$ cat config.mk
export PLATFORM = sky130hd
export DESIGN_NAME = mul_div_unit
export DESIGN_NICKNAME = d
export VERILOG_FILES = /design/src/rtl/mdu_pkg.sv /design/src/rtl/mdu_datapath.sv /design/src/rtl/mul_div_unit.sv
export SDC_FILE = /design/constraint.sdc
export NUM_CORES = 1
export LEC_CHECK = 0
export ABC_AREA = 1
export BUFFER_PORTS_ARGS = -buffer_cell sky130_fd_sc_hd__buf_2
export CAP_MARGIN = 15
export CORE_MARGIN = 1
export CORE_UTILIZATION = 37
export CTS_CLUSTER_DIAMETER = 80
export DETAILED_ROUTE_END_ITERATION = 16
export PLACE_DENSITY = 0.59
export REMOVE_ABC_BUFFERS = 1
export SYNTH_ARGS = -nofsm -noshare
export SYNTH_HDL_FRONTEND = slang
export SYNTH_SLANG_ARGS = --single-unit
$ cat constraint.sdc
create_clock -name clk_i -period 17.68 [get_ports clk_i]
set_input_delay 0.884 -clock clk_i [delete_from_list [all_inputs] [get_ports clk_i]]
set_output_delay 0.884 -clock clk_i [all_outputs]
set_load 0.05 [all_outputs]
$ cat src/rtl/mdu_pkg.sv
// Shared encodings for the multiply/divide unit: op codes, FSM states and
// the reserved-op check.
package mdu_pkg;

  typedef enum logic [2:0] {
    MDU_MULTU = 3'd0,
    MDU_MULT  = 3'd1,
    MDU_DIVU  = 3'd2,
    MDU_DIV   = 3'd3,
    MDU_MTHI  = 3'd4,
    MDU_MTLO  = 3'd5
  } mdu_op_e;

  // Highest defined op code; anything above it is reserved.
  localparam logic [2:0] MDU_OP_MAX = 3'd5;

  typedef enum logic [1:0] {
    ST_IDLE,
    ST_RUN,
    ST_FIX,
    ST_DONE
  } mdu_state_e;

  function automatic logic op_reserved(input logic [2:0] op);
    return op > MDU_OP_MAX;
  endfunction

endpackage

$ cat src/rtl/mdu_datapath.sv
// Magnitude capture, radix-2 shift-add / restoring shift-subtract iteration
// and sign correction for the multiply/divide unit.
module mdu_datapath
  import mdu_pkg::*;
#(
  parameter int WIDTH = 32
) (
  input  logic             clk,
  input  logic             rst,
  input  logic             load,
  input  logic             step,
  input  logic [2:0]       op,
  input  logic [WIDTH-1:0] src1,
  input  logic [WIDTH-1:0] src2,
  output logic [WIDTH-1:0] hi_res,
  output logic [WIDTH-1:0] lo_res
);

  logic             signed_op, div_op, neg1, neg2;
  logic [WIDTH:0]   mag1, mag2;
  logic [WIDTH:0]   mag_a, mag_b;
  logic [2*WIDTH:0] acc;
  logic             div_mode, sign_q, sign_r;

  assign signed_op = (op == MDU_MULT) || (op == MDU_DIV);
  assign div_op    = (op == MDU_DIV) || (op == MDU_DIVU);
  assign neg1      = signed_op & src1[WIDTH-1];
  assign neg2      = signed_op & src2[WIDTH-1];
  // One extra bit keeps |INT_MIN| representable.
  assign mag1 = neg1 ? ({1'b0, ~src1} + (WIDTH+1)'(1)) : {1'b0, src1};
  assign mag2 = neg2 ? ({1'b0, ~src2} + (WIDTH+1)'(1)) : {1'b0, src2};

  logic [WIDTH:0]   mul_sum;
  logic [2*WIDTH:0] mul_next;
  assign mul_sum  = acc[2*WIDTH:WIDTH] + (acc[0] ? mag_a : '0);
  assign mul_next = {1'b0, mul_sum, acc[WIDTH-1:1]};

  // Remainder lives in the upper half, dividend/quotient in the lower half.
  logic [WIDTH:0]   rem_sh, new_rem;
  logic [WIDTH+1:0] diff;
  logic             ge;
  logic [2*WIDTH:0] div_next;
  assign rem_sh   = {acc[2*WIDTH-1:WIDTH], acc[WIDTH-1]};
  assign diff     = {1'b0, rem_sh} - {1'b0, mag_b};
  assign ge       = ~diff[WIDTH+1];
  assign new_rem  = ge ? diff[WIDTH:0] : rem_sh;
  assign div_next = {new_rem, acc[WIDTH-2:0], ge};

  always_ff @(posedge clk or posedge rst) begin
    if (rst) begin
      mag_a    <= '0;
      mag_b    <= '0;
      acc      <= '0;
      div_mode <= 1'b0;
      sign_q   <= 1'b0;
      sign_r   <= 1'b0;
    end else if (load) begin
      mag_a    <= mag1;
      mag_b    <= mag2;
      acc      <= {(WIDTH+1)'(0), div_op ? mag1[WIDTH-1:0] : mag2[WIDTH-1:0]};
      div_mode <= div_op;
      sign_q   <= neg1 ^ neg2;
      sign_r   <= neg1;
    end else if (step) begin
      acc <= div_mode ? div_next : mul_next;
    end
  end

  logic [2*WIDTH-1:0] prod, prod_fix;
  logic [WIDTH-1:0]   quo, rem;
  assign prod     = acc[2*WIDTH-1:0];
  assign prod_fix = sign_q ? -prod : prod;
  assign quo      = acc[WIDTH-1:0];
  assign rem      = acc[2*WIDTH-1:WIDTH];

  assign hi_res = div_mode ? (sign_r ? -rem : rem) : prod_fix[2*WIDTH-1:WIDTH];
  assign lo_res = div_mode ? (sign_q ? -quo : quo) : prod_fix[WIDTH-1:0];

endmodule

$ cat src/rtl/mul_div_unit.sv
// Iterative MIPS multiply/divide unit owning the architectural HI/LO registers.
//   state   | meaning
//   IDLE    | waiting for start_i; MTHI/MTLO and divide-by-zero resolve here
//   RUN     | one shift-add / shift-subtract iteration per cycle, WIDTH cycles
//   FIX     | apply result signs, write HI/LO
//   DONE    | done_o pulse, back to IDLE
module mul_div_unit
  import mdu_pkg::*;
#(
  parameter int WIDTH = 32
) (
  input  logic             clk_i,
  input  logic             rst_i,
  input  logic             start_i,
  input  logic [2:0]       op_i,
  input  logic [WIDTH-1:0] src1_i,
  input  logic [WIDTH-1:0] src2_i,
  input  logic             flush_i,
  output logic             busy_o,
  output logic             done_o,
  output logic             div_zero_o,
  output logic [WIDTH-1:0] hi_o,
  output logic [WIDTH-1:0] lo_o
);

  localparam int CNT_W = $clog2(WIDTH) + 1;
  localparam logic [CNT_W-1:0] CNT_LAST = CNT_W'(WIDTH - 1);

  mdu_state_e       state, state_nxt;
  logic [CNT_W-1:0] cnt;
  logic             load, step, fix_we, hi_we, lo_we, dz_set, dz_clr, is_div;
  logic [WIDTH-1:0] hi_res, lo_res;

  assign is_div = (op_i == MDU_DIV) || (op_i == MDU_DIVU);

  always_ff @(posedge clk_i or posedge rst_i) begin
    if (rst_i) state <= ST_IDLE;
    else       state <= state_nxt;
  end

  always_comb begin
    state_nxt = state;
    load      = 1'b0;
    step      = 1'b0;
    fix_we    = 1'b0;
    hi_we     = 1'b0;
    lo_we     = 1'b0;
    dz_set    = 1'b0;
    dz_clr    = 1'b0;
    case (state)
      ST_IDLE: begin
        if (start_i && !flush_i && !op_reserved(op_i)) begin
          if (op_i == MDU_MTHI) begin
            hi_we     = 1'b1;
            state_nxt = ST_DONE;
          end else if (op_i == MDU_MTLO) begin
            lo_we     = 1'b1;
            state_nxt = ST_DONE;
          end else if (is_div && (src2_i == '0)) begin
            dz_set    = 1'b1;
            state_nxt = ST_DONE;
          end else begin
            load      = 1'b1;
            dz_clr    = is_div;
            state_nxt = ST_RUN;
          end
        end
      end
      ST_RUN: begin
        if (flush_i) begin
          state_nxt = ST_IDLE;
        end else begin
          step = 1'b1;
          if (cnt == CNT_LAST) state_nxt = ST_FIX;
        end
      end
      ST_FIX: begin
        if (flush_i) begin
          state_nxt = ST_IDLE;
        end else begin
          fix_we    = 1'b1;
          state_nxt = ST_DONE;
        end
      end
      ST_DONE: state_nxt = ST_IDLE;
      default: state_nxt = ST_IDLE;
    endcase
  end

  always_ff @(posedge clk_i or posedge rst_i) begin
    if (rst_i)     cnt <= '0;
    else if (load) cnt <= '0;
    else if (step) cnt <= cnt + CNT_W'(1);
  end

  always_ff @(posedge clk_i or posedge rst_i) begin
    if (rst_i) begin
      hi_o       <= '0;
      lo_o       <= '0;
      div_zero_o <= 1'b0;
    end else begin
      if (fix_we) begin
        hi_o <= hi_res;
        lo_o <= lo_res;
      end
      if (hi_we) hi_o <= src1_i;
      if (lo_we) lo_o <= src1_i;
      if (dz_set)      div_zero_o <= 1'b1;
      else if (dz_clr) div_zero_o <= 1'b0;
    end
  end

  assign busy_o = (state != ST_IDLE);
  assign done_o = (state == ST_DONE);

  mdu_datapath #(.WIDTH(WIDTH)) u_datapath (
    .clk    (clk_i),
    .rst    (rst_i),
    .load   (load),
    .step   (step),
    .op     (op_i),
    .src1   (src1_i),
    .src2   (src2_i),
    .hi_res (hi_res),
    .lo_res (lo_res)
  );

endmodule

# Word-level counts from Yosys, hierarchy flattened
# Cells that the tools add are included.
[totals] out_inout_bits=67 input_bits=71 word_cells=106 reg_bits=207
[op_classes] bitwise_logic=6 reduce_logical=15 muxes=54 n_eq_ne=11 add_sub_neg=8 n_lt_le_gt_ge=1
[ops] cell="2-to-1 mux 32 bit" n=9
[ops] cell="2-to-1 mux 65 bit" n=3
[ops] cell="2-to-1 mux 33 bit" n=4
[ops] cell="adder 32 x 1 -> 33 bit (second input constant)" n=2
[ops] cell="2-to-1 mux 64 bit" n=1
[ops] cell="negation 32 bit" n=2
[ops] cell="negation 64 bit" n=1
[ops] cell="inverter 32 bit" n=2
[ops] cell="subtractor 33 x 33 -> 34 bit" n=1
[ops] cell="adder 33 bit" n=1
[ops] cell="logical NOT 32 bit" n=1
[ops] cell="2-to-1 mux 1 bit" n=27
[ops] cell="2-to-1 mux 2 bit" n=7
[ops] cell="2-to-1 mux 6 bit" n=2
[ops] cell="nonzero test 2 bit" n=5
[ops] cell="case mux 2 bit (4 select lines)" n=1
[ops] cell="adder 6 x 1 -> 6 bit (second input constant)" n=1
[ops] cell="equality test 3 x 2 -> 1 bit (second input constant)" n=2
[ops] cell="equality test 3 bit (second input constant)" n=2
[ops] cell="equality test 6 x 5 -> 1 bit (second input constant)" n=1
[ops] cell="equality test 2 bit (second input constant)" n=2
[ops] cell="equality test 3 x 1 -> 1 bit (second input constant)" n=1
[ops] cell="greater-than comparator 3 bit (second input constant)" n=1
[ops] cell="logical AND 1 bit" n=3
[ops] cell="other kinds (10)" n=13

# Depth between registers and ports, before layout
# Gate-level depths: netlist of run 1.
[logic_depth] depth_word=10 ltp_mapped=20 mapped_depth_nobuf=19

# By module
# A second synthesis of run 1 with hierarchy kept.
[hier_totals] hier_cells=3314 hier_area_um2=19681.4
[modules_own_cells] module="mdu_datapath" area_each_um2=16066.7 n_inst=1 seq_area_each_um2=3353.2 cells_per_inst=2848
[modules_own_cells] module="mul_div_unit" area_each_um2=3614.7 n_inst=1 seq_area_each_um2=1826.8 cells_per_inst=466

# Worst setup path before layout of run 1
# Ideal clock, no wire load.
[synth_path] path_kind="input port to flip-flop" startpoint="input port src2_i[0]" endpoint="register u_datapath.mag_a[8]" t_arrival_ps=2339 required_time_ps=17564 setup_time_ps=116 cell_stages=13 setup_slack_ps=15224 n_path_buf=2 cell_sequence="inv_1 > ha_1 > nand4_2 > nor2_4 > nand3_2 > nor2_2 > nand3b_1 > nand2_2 > inv_2 > buf_4 > buf_6 > nand2_1 > nand2_1"
[synth_via] elab_chain_len=7
[synth_rtl] item="start: declaration" line="mul_div_unit.sv:17" source="input logic [WIDTH-1:0] src2_i,"
[synth_rtl] item="logical NOT 32 bit" line="mul_div_unit.sv:59" source="end else if (is_div && (src2_i == '0)) begin"
[synth_rtl] item="logical AND 1 bit" line="mul_div_unit.sv:59"
[synth_rtl] item="2-to-1 mux 1 bit" line="mul_div_unit.sv:59"
[synth_rtl] item="2-to-1 mux 1 bit" line="mul_div_unit.sv:56" source="end else if (op_i == MDU_MTLO) begin"
[synth_rtl] item="2-to-1 mux 1 bit" line="mul_div_unit.sv:53" source="if (op_i == MDU_MTHI) begin"
[synth_rtl] item="2-to-1 mux 1 bit" line="mul_div_unit.sv:52" source="if (start_i && !flush_i && !op_reserved(op_i)) begin"
[synth_rtl] item="2-to-1 mux 1 bit" line="mul_div_unit.sv:50" source="case (state)"
[synth_rtl] item="end signal: assignment" line="mdu_datapath.sv:58" source="mag_a <= mag1;"
[synth_rtl] item="end: declaration" line="mdu_datapath.sv:21" source="logic [WIDTH:0] mag_a, mag_b;"
# Every way passes these cells.
# A chain may end at the register's enable or synchronous reset.

# Worst setup path after layout of run 1
[layout_path] startpoint="input port src2_i[0]" endpoint="register u_datapath.sign_q"
[layout_via] elab_chain_len=7
[layout_rtl] item="logical NOT 32 bit" line="mul_div_unit.sv:59"
[layout_rtl] item="logical AND 1 bit" line="mul_div_unit.sv:59"
[layout_rtl] item="2-to-1 mux 1 bit" line="mul_div_unit.sv:59"
[layout_rtl] item="2-to-1 mux 1 bit" line="mul_div_unit.sv:56"
[layout_rtl] item="2-to-1 mux 1 bit" line="mul_div_unit.sv:53"
[layout_rtl] item="2-to-1 mux 1 bit" line="mul_div_unit.sv:52"
[layout_rtl] item="2-to-1 mux 1 bit" line="mul_div_unit.sv:50"
[layout_rtl] item="end signal: assignment" line="mdu_datapath.sv:62" source="sign_q <= neg1 ^ neg2;"
[layout_rtl] item="end: declaration" line="mdu_datapath.sv:23" source="logic div_mode, sign_q, sign_r;"
# Every way passes these cells.

==> summary.md, run 1 <==
| Metric | Value |
|---|---|
| Status | complete, no violations |
| Syn. warnings | 0 |
| Seq/Total Area, Yosys | ~27% |
| Root buffer cell | clkbuf_16 |
| Clk sink count | a little over 200 |
| Setup bufs post-CTS | 0 |
| Worst Tran Pin Value | between 1 and 1.5 ns |
| Compound-Gate Fraction of Synth Area | between 10% and 20% |
| Startpoint Class | input pin |
| Antenna violations before repair | 1 |
| Post-route setup TNS | 0 ns |
| WHS | roughly 0.38 ns |
| Largest net degree at the start of global routing | just over 80 |
| Seq cells post-synth | about 210 |
| Lkg Pwr | approximately 11 nW |
| CTS tree | done |
| Clk_lat worst skew | approximately 0.57 ns |
| Area of the multi-input gates | approximately 0.012 sq mm |
| Storage element area | about 0.0052 sq mm |
| Crit path kind | in -> reg |
| Cells after Synth | roughly 3200 |
| Synth Area in XOR/XNOR | between 4 and 5% |
| Via Count | about 21000 |
| Crit path required time | about 18 ns |
| Unrepaired setup endpoints after global routing | no |
| I/O Buffers | between 100 and 150 |
| Period utilization | 20.4% |
| Worst setup EP type | flip-flop |
| Die Y | approximately 230 um |
| DR pass1 iterations | 8 |
| Adder-cell area share of the yosys netlist | under 10% |
| Top-count cell post-synth | nand2_1 |
| Critical Path Start | src2_i[0] |
| Max-cap viol count | 0 |
| First-pass GRT wire length | 120 mm |
| Number of synthesized flops with an enable pin | 0 |
| Antenna diodes | 0 |
| Rel. slew slack | a little under a quarter |
| Die Wd | ~230 um |
| Hold Buf Count CTS | 0 |
| Period minus WS final | approximately 3.6 ns |
| Multiplexer share of the synthesized area | 0% |
| Hpwl dp | 62.8 mm |
| Final slew viol count | 0 |
| Fmax achieved | 0.277 GHz |
| WL/cell | between 20 and 25 um |
| Max incr delay on CP | roughly 0.52 ns |
| Syn avg cell area | 6.03 sq um |
| Final Core Density | between 40% and 50% |
| Fill cell count | roughly 5600 |
| VDD IR max | 0.000117 V |
| Post-synth top area share | ~27% |
| Worst Skew | ~0.030 ns |
| DRC Markers | 0 |
| CTS buffer count | 27 |
| Total track usage | 30.0% |
| Fin. Hold Viols | 0 |
| Post-Synth Simple-Gate Area | roughly 41% |
| Synth cell types | 51 |
| Share of layout cells above drive strength 1 | ~7.4% |
| Total global routing overflow | 0 |
| Final WL | between 70 and 80 mm |
| Leading post-synthesis cells by instance count | 1092 x nand2_1, 435 x inv_1, 304 x nand3_1, 304 x nor2_1, 207 x dfrtp_1 |
| Initial DRC Count | 2134 |
| Largest family of logic cells by synthesized area | simple AND/OR/NAND/NOR gates |
| IO Pins | 138 |
| Clock transition at path regs | ~0.060 ns |
| Row cnt | 82 |
| Vias in the first global route | approximately 20000 |
| Post-synth top area cell | dfrtp_1 |
| # resized after CTS | 0 |
| Placed Cells | just under 4000 |
| H-tree levels | 1 |
| Count of final setup violators | 0 |
| Reg-to-Reg Start | state[1]$_DFFE_PP0P_ |
| PD cells | approximately 200 mW/mm^2 |
| Min-Delay Path Class | in -> async |
| Post-Layout Cell Count | a little under 4000 |
| GP Congestion | ~1.0 |
| Fin nets | between 3000 and 4000 |
| CP Cell Sequence | buf_2, inv_1, ha_1, nand4_2, nor2_4, nand3_2, nor2_2, nand3b_1, nand2_2, buf_4, inv_2, buf_4, o21ai_0, o21ai_0 |
| Drt via density | between 5 and 6 |
| Post-Syn Area | about 0.019 sq mm |
| Die Area | 0.0524 sq mm |
| Worst-path fanout max | 68 |
| Post-synthesis async set-or-reset flop share | 100% |
| Tot Pwr | 0.00416 W |
| Area Overhead vs Synth | 11.0% |
| Routed Antenna Nets | 0 |
| Slowest cell on crit path | inv_2 |
| Top post-synthesis cells by area | dfrtp_1 27%, nand2_1 22%, inv_1 8.6% |
| WP data arrival | 4.04 ns |
| Primary FF master, synth | dfrtp_1 |
| Clk buf depth | 3 |
| Core Box Area | around 0.050 sq mm |
| Effective utilization at floorplan | between 30% and 40% |
## cells in the final DEF (no fill, tap or decap), drive strengths merged
cell	n
nor3	44
a21o	2
o211ai	48
nand2	1100
o21a	3
o31ai	6
o221ai	27
nand3	306
nand3b	21
nor2b	1
clkbuf	43
fa	2
inv	442
clkinv	7
or2	6
a21boi	3
a31oi	7
a221oi	1
nor3b	1
xor2	68
nand4	46
dfrtp	207
a21oi	81
nor2	315
xnor2	22
o21bai	16
clkinvlp	2
ha	70
o22ai	1
and2	4
and3	2
o21ai	200
nor4	3
buf	155
## power breakdown
group	switching, W	leakage (nW)	total, W	internal, W
registers	0.000254	2.58	0.000943	0.000688
clock network	0.000230	0.423	0.000549	0.000319
logic	0.00188	8.05	0.00267	0.000786
## kinds of logic after synthesis
| group | after synthesis |
|---|---|
| and+or+nand+nor | 1849 |
| buffers and inverters | 543 |
| AOI/OAI and AO/OA | 395 |
| DFF | 207 |
| xor gates and xnor gates | 90 |
| adders and majority gates | 72 |
## cell type report
type | instances | share of cell area [%]
flip-flops and latches | 207 | 24.5
repair buffers | 155 | 3.88
multi-input cells | 2406 | 55.5
well taps | 672 | 3.98
clock inverters | 6 | 0.219
clock buffers | 43 | 3.91
inverters | 445 | 7.95
## worst max-delay path, delay by kind of cell
kind,cells,cell delay [ns]
AOI/OAI and AO/OA,2,0.31
buffers and inverters,5,1.73
adders and majority gates,1,0.25
and+or+nand+nor,6,0.81
## final timing paths
path	end	depth (start not counted)	slack (ns)
setup reg to reg	u_datapath.sign_q$_DFFE_PP0N_	10	14.31
max in group asynchronous	hi_o[2]$_DFFE_PP0P_	4	15.13
min in group clk_i	hi_o[1]$_DFFE_PP0P_	2	0.47
hold reg to reg	hi_o[1]$_DFFE_PP0P_	2	0.47
hold / removal	u_datapath.acc[62]$_DFFE_PP0P_	2	0.38
setup / recovery	u_datapath.sign_q$_DFFE_PP0N_	14	14.07
## registers in the layout (all words and copies together) (netlist names)
name and cells:
u_datapath.mag_a 33, cnt 6, lo_o 32, div_zero_o 1, u_datapath.acc 65, u_datapath.sign_q 1, state 2, u_datapath.sign_r 1
u_datapath.mag_b 33, hi_o 32, u_datapath.div_mode 1
## metrics by stage
| stage | worst slack [ns] | area, sq um |
|---|---|---|
| after CTS | 14.09 | 21100 |
| final | 14.07 | 21100 |
| after global placement | 13.63 | 20300 |
| after global routing | 13.72 | 21100 |
| after floorplan | 11.14 | 18600 |
| after detailed placement | 13.52 | 20300 |
## metal layers
| layer | global-route usage, % | wire length (um) |
|---|---|---|
| met5 | 0 | 0 |
| met4 | 12.2 | 3390 |
| met3 | 3.74 | 5650 |
| met2 | 47.5 | 35300 |
| met1 | 41.3 | 35000 |
Note: power is estimated with default switching activity, not from simulation.
==> inputs of run 2 (changes only) <==
==> constraint.sdc (replaced) <==
create_clock -name clk_i -period 3.7 [get_ports clk_i]
set_input_delay 0.185 -clock clk_i [delete_from_list [all_inputs] [get_ports clk_i]]
set_output_delay 0.185 -clock clk_i [all_outputs]
set_load 0.05 [all_outputs]
==> run 2 against run 1 <==
Effect of this change:
- register-to-register slack worse by 14 ns
- global-route usage up 0.33 points
- setup slack worse by 13 ns
- cell count is 0.94% higher
- wire length increased by 2.6%
- total power grew to 4.9 times the previous value
- sequential power grew to 4.6 times the previous value
- critical path depth is 3 higher
- non-clock buffer count up 42
- clock-buffer cell count down 6
- die area did not move
- critical endpoint is now u_datapath.acc[61]$_DFFE_PP0P_
==> summary.md, run 2 (synthesis gave the netlist of run 1 again) <==
| Metric | Value |
|---|---|
| Via Count | 21500 (was 21200) |
| Effective utilization at floorplan | 37.7% (unchanged) |
| Crit path required time | 4.14 ns (was 18.11 ns) |
| Largest net degree at the start of global routing | 86 (was 82) |
| Period utilization | 81.6% |
| H-tree levels | 1 (unchanged) |
| Worst setup EP type | flip-flop (unchanged) |
| Area Overhead vs Synth | 13.7% (was 11.0%) |
| WL/cell | 20.5 um (was 20.2 um) |
| Commonest non-fill, non-tap cell in the layout | nand2_1 (unchanged) |
| Lkg Pwr | 11.3 nW (was 11.1 nW) |
| VDD IR max | 0.000631 V (was 0.000117 V) |
| Max reg flops | 65 (unchanged) |
| Fill cell count | 5607 (was 5618) |
| Clk buf depth | 3 (unchanged) |
| Hold Path Stages | 3 |
| Unrepaired setup endpoints after global routing | no (unchanged) |
| Final WL | 81.3 mm (was 79.3 mm) |
| GP Congestion | 1.00 (was 1.02) |
| Sw power | 0.0113 W (was 0.00237 W) |
| Status | complete, no violations (unchanged) |
| Final slew viol count | 0 (unchanged) |
| CTS buffer count | 26 (was 27) |
| Die Y | 229 um (unchanged) |
| Vias in the first global route | 19500 (was 19600) |
| I/O Buffers | 137 (unchanged) |
| First-pass GRT wire length | 121 mm (was 120 mm) |
| Largest regs | u_datapath.acc: 65 flops, u_datapath.mag_a: 33 flops, u_datapath.mag_b: 33 flops (unchanged) |
| Hold Path Origin | src1_i[20] |
| CTS tree | done (unchanged) |
| Sequential Power Share | 21.2% (was 22.7%) |
| Row cnt | 82 (unchanged) |
| PD cells | 940 mW/mm^2 (was 197 mW/mm^2) |
| DR pass1 iterations | 7 (was 8) |
| Switching share of total power | 55.6% (was 56.9%) |
| Clk sink count | 207 (unchanged) |
| Comb pwr share | 64.4% (was 64.2%) |
| Count of final setup violators | 0 (unchanged) |
| Worst-path fanout max | 11 (was 68) |
| R2R depth | 17 (was 10) |
| Clk network pwr share | 14.4% (was 13.2%) |
| Initial DRC Count | 2238 (was 2134) |
| Fin. Hold Viols | 0 (unchanged) |
| Max-cap viol count | 0 (unchanged) |
| Period minus WS final | 3.02 ns |
| Most frequent cells in the layout | 1092 x nand2_1, 433 x inv_1, 304 x nand3_1 (unchanged) |
| Setup bufs post-CTS | 0 (unchanged) |
| Die Area | 0.0524 sq mm (unchanged) |
| Worst Skew | 0.0216 ns (was 0.0305 ns) |
| Routed Antenna Nets | 0 (unchanged) |
| Top reg by flops | u_datapath.acc (unchanged) |
| IO Pins | 138 (unchanged) |
| Clk_lat worst skew | 0.57 ns (about the same) |
| Internal Power | 0.00903 W (was 0.00179 W) |
| Drt via density | 5.40 (was 5.38) |
| WP data arrival | 3.46 ns (was 4.04 ns) |
| Antenna violations before repair | 2 (was 1) |
| Fin nets | 3426 (was 3385) |
| Share of layout cells above drive strength 1 | 8.15% (was 7.45%) |
| Startpoint Class | flip-flop (was input pin) |
| DRC Markers | 0 (unchanged) |
| Total global routing overflow | 0 (unchanged) |
| Root buffer cell | clkbuf_16 (unchanged) |
| Antenna diodes | 0 (unchanged) |
| Post-route setup TNS | 0 ns (unchanged) |
| Crit path kind | reg -> reg (was in -> reg) |
| Reg-to-Reg Start | u_datapath.acc[0]$_DFFE_PP0P_ (was state[1]$_DFFE_PP0P_) |
| Die Wd | 229 um (unchanged) |
| Fmax achieved | around 0.33 GHz |
| Critical Path Start | u_datapath.acc[0]$_DFFE_PP0P_ (was src2_i[0]) |
| Rel. slew slack | 40.7% (was 23.8%) |
| Clock transition at path regs | 0.07 ns (was 0.06 ns) |
| Core Box Area | 0.0505 sq mm (unchanged) |
| Total track usage | 30.4% (was 30.0%) |
| Min-Delay Path Class | in -> reg (was in -> async) |
| Hpwl dp | 64.6 mm (was 62.8 mm) |
| WHS | 0.00360 ns (was 0.379 ns) |
| Worst Tran Pin Value | 0.883 ns (was 1.14 ns) |
## run 2: cell type report
class / count / area, sq um / share of cell area (%)
flip-flops and latches: 207 / 5180 / 24.0
clock inverters: 7 / 163 / 0.752
clock buffers: 37 / 803 / 3.71
repair buffers: 197 / 1230 / 5.68
inverters: 445 / 1680 / 7.76
multi-input cells: 2406 / 11700 / 54.3
well taps: 672 / 841 / 3.89
## run 2: per-layer routing
layer  global-route usage [%]  vias to the layer above  share of wire, %
met3                     4.57                      148               8.7
met5                        0                        -             0.015
met4                     12.2                        2               4.6
met2                     46.9                      984                43
met1                     42.3                     9979                44
li1                         -                    10300                 -
## run 2: worst paths after layout
kind,slack [ns],endpoint
worst max register to register,0.68,u_datapath.acc[61]$_DFFE_PP0P_
worst min register to register,0.48,hi_o[1]$_DFFE_PP0P_
max in group asynchronous,2.58,lo_o[22]$_DFFE_PP0P_
worst min-delay path,0.004,u_datapath.mag_a[20]$_DFFE_PP0N_
min in group asynchronous,0.26,u_datapath.acc[58]$_DFFE_PP0P_
worst max-delay path,0.68,u_datapath.acc[61]$_DFFE_PP0P_
## run 2: critical path, cell delays in order (launching register included)
cell     delay [ns]
dfrtp_1        0.59
nand2_1        0.10
inv_1          0.06
ha_1           0.19
inv_1          0.08
fa_1           0.39
inv_1          0.09
nand2_1        0.07
o21ai_0        0.37
nand2_1        0.12
nand2_1        0.12
nand2_1        0.09
nand2_1        0.17
nand3_1        0.13
nand3_1        0.09
nand3_1        0.09
nand3_1        0.10
nand2_1        0.05
## run 2: per-stage QoR
stage | worst slack (ns) | util, % | cell area, sq um | total power, W | std cells
2_1_floorplan | -2.14 | - | 18600 | 0.0131 | 3058
3_3_place_gp | 0.795 | 40.6 | 20500 | 0.0172 | 3910
4_1_cts | 0.724 | 42.9 | 21600 | 0.0202 | 3971
5_1_grt | 0.375 | 42.9 | 21600 | 0.0218 | 3971
6_report | 0.682 | 42.9 | 21600 | 0.0203 | 3971
3_5_place_dp | 0.730 | 40.6 | 20500 | 0.0171 | 3910
## run 2: power groups by stage
stage	clock network [W]	registers (W)	logic [W]
6_report	0.00292	0.00432	0.0131
5_1_grt	0.00303	0.00441	0.0144
4_1_cts	0.00294	0.00429	0.0129
3_5_place_dp	0	0.00431	0.0128
3_3_place_gp	0	0.00432	0.0128
2_1_floorplan	0	0.00527	0.00779
## run 2: repair_timing
item,CTS,global route
hold buffers,17,0
endpoints found under the hold margin,93,0
resized for setup,0,0
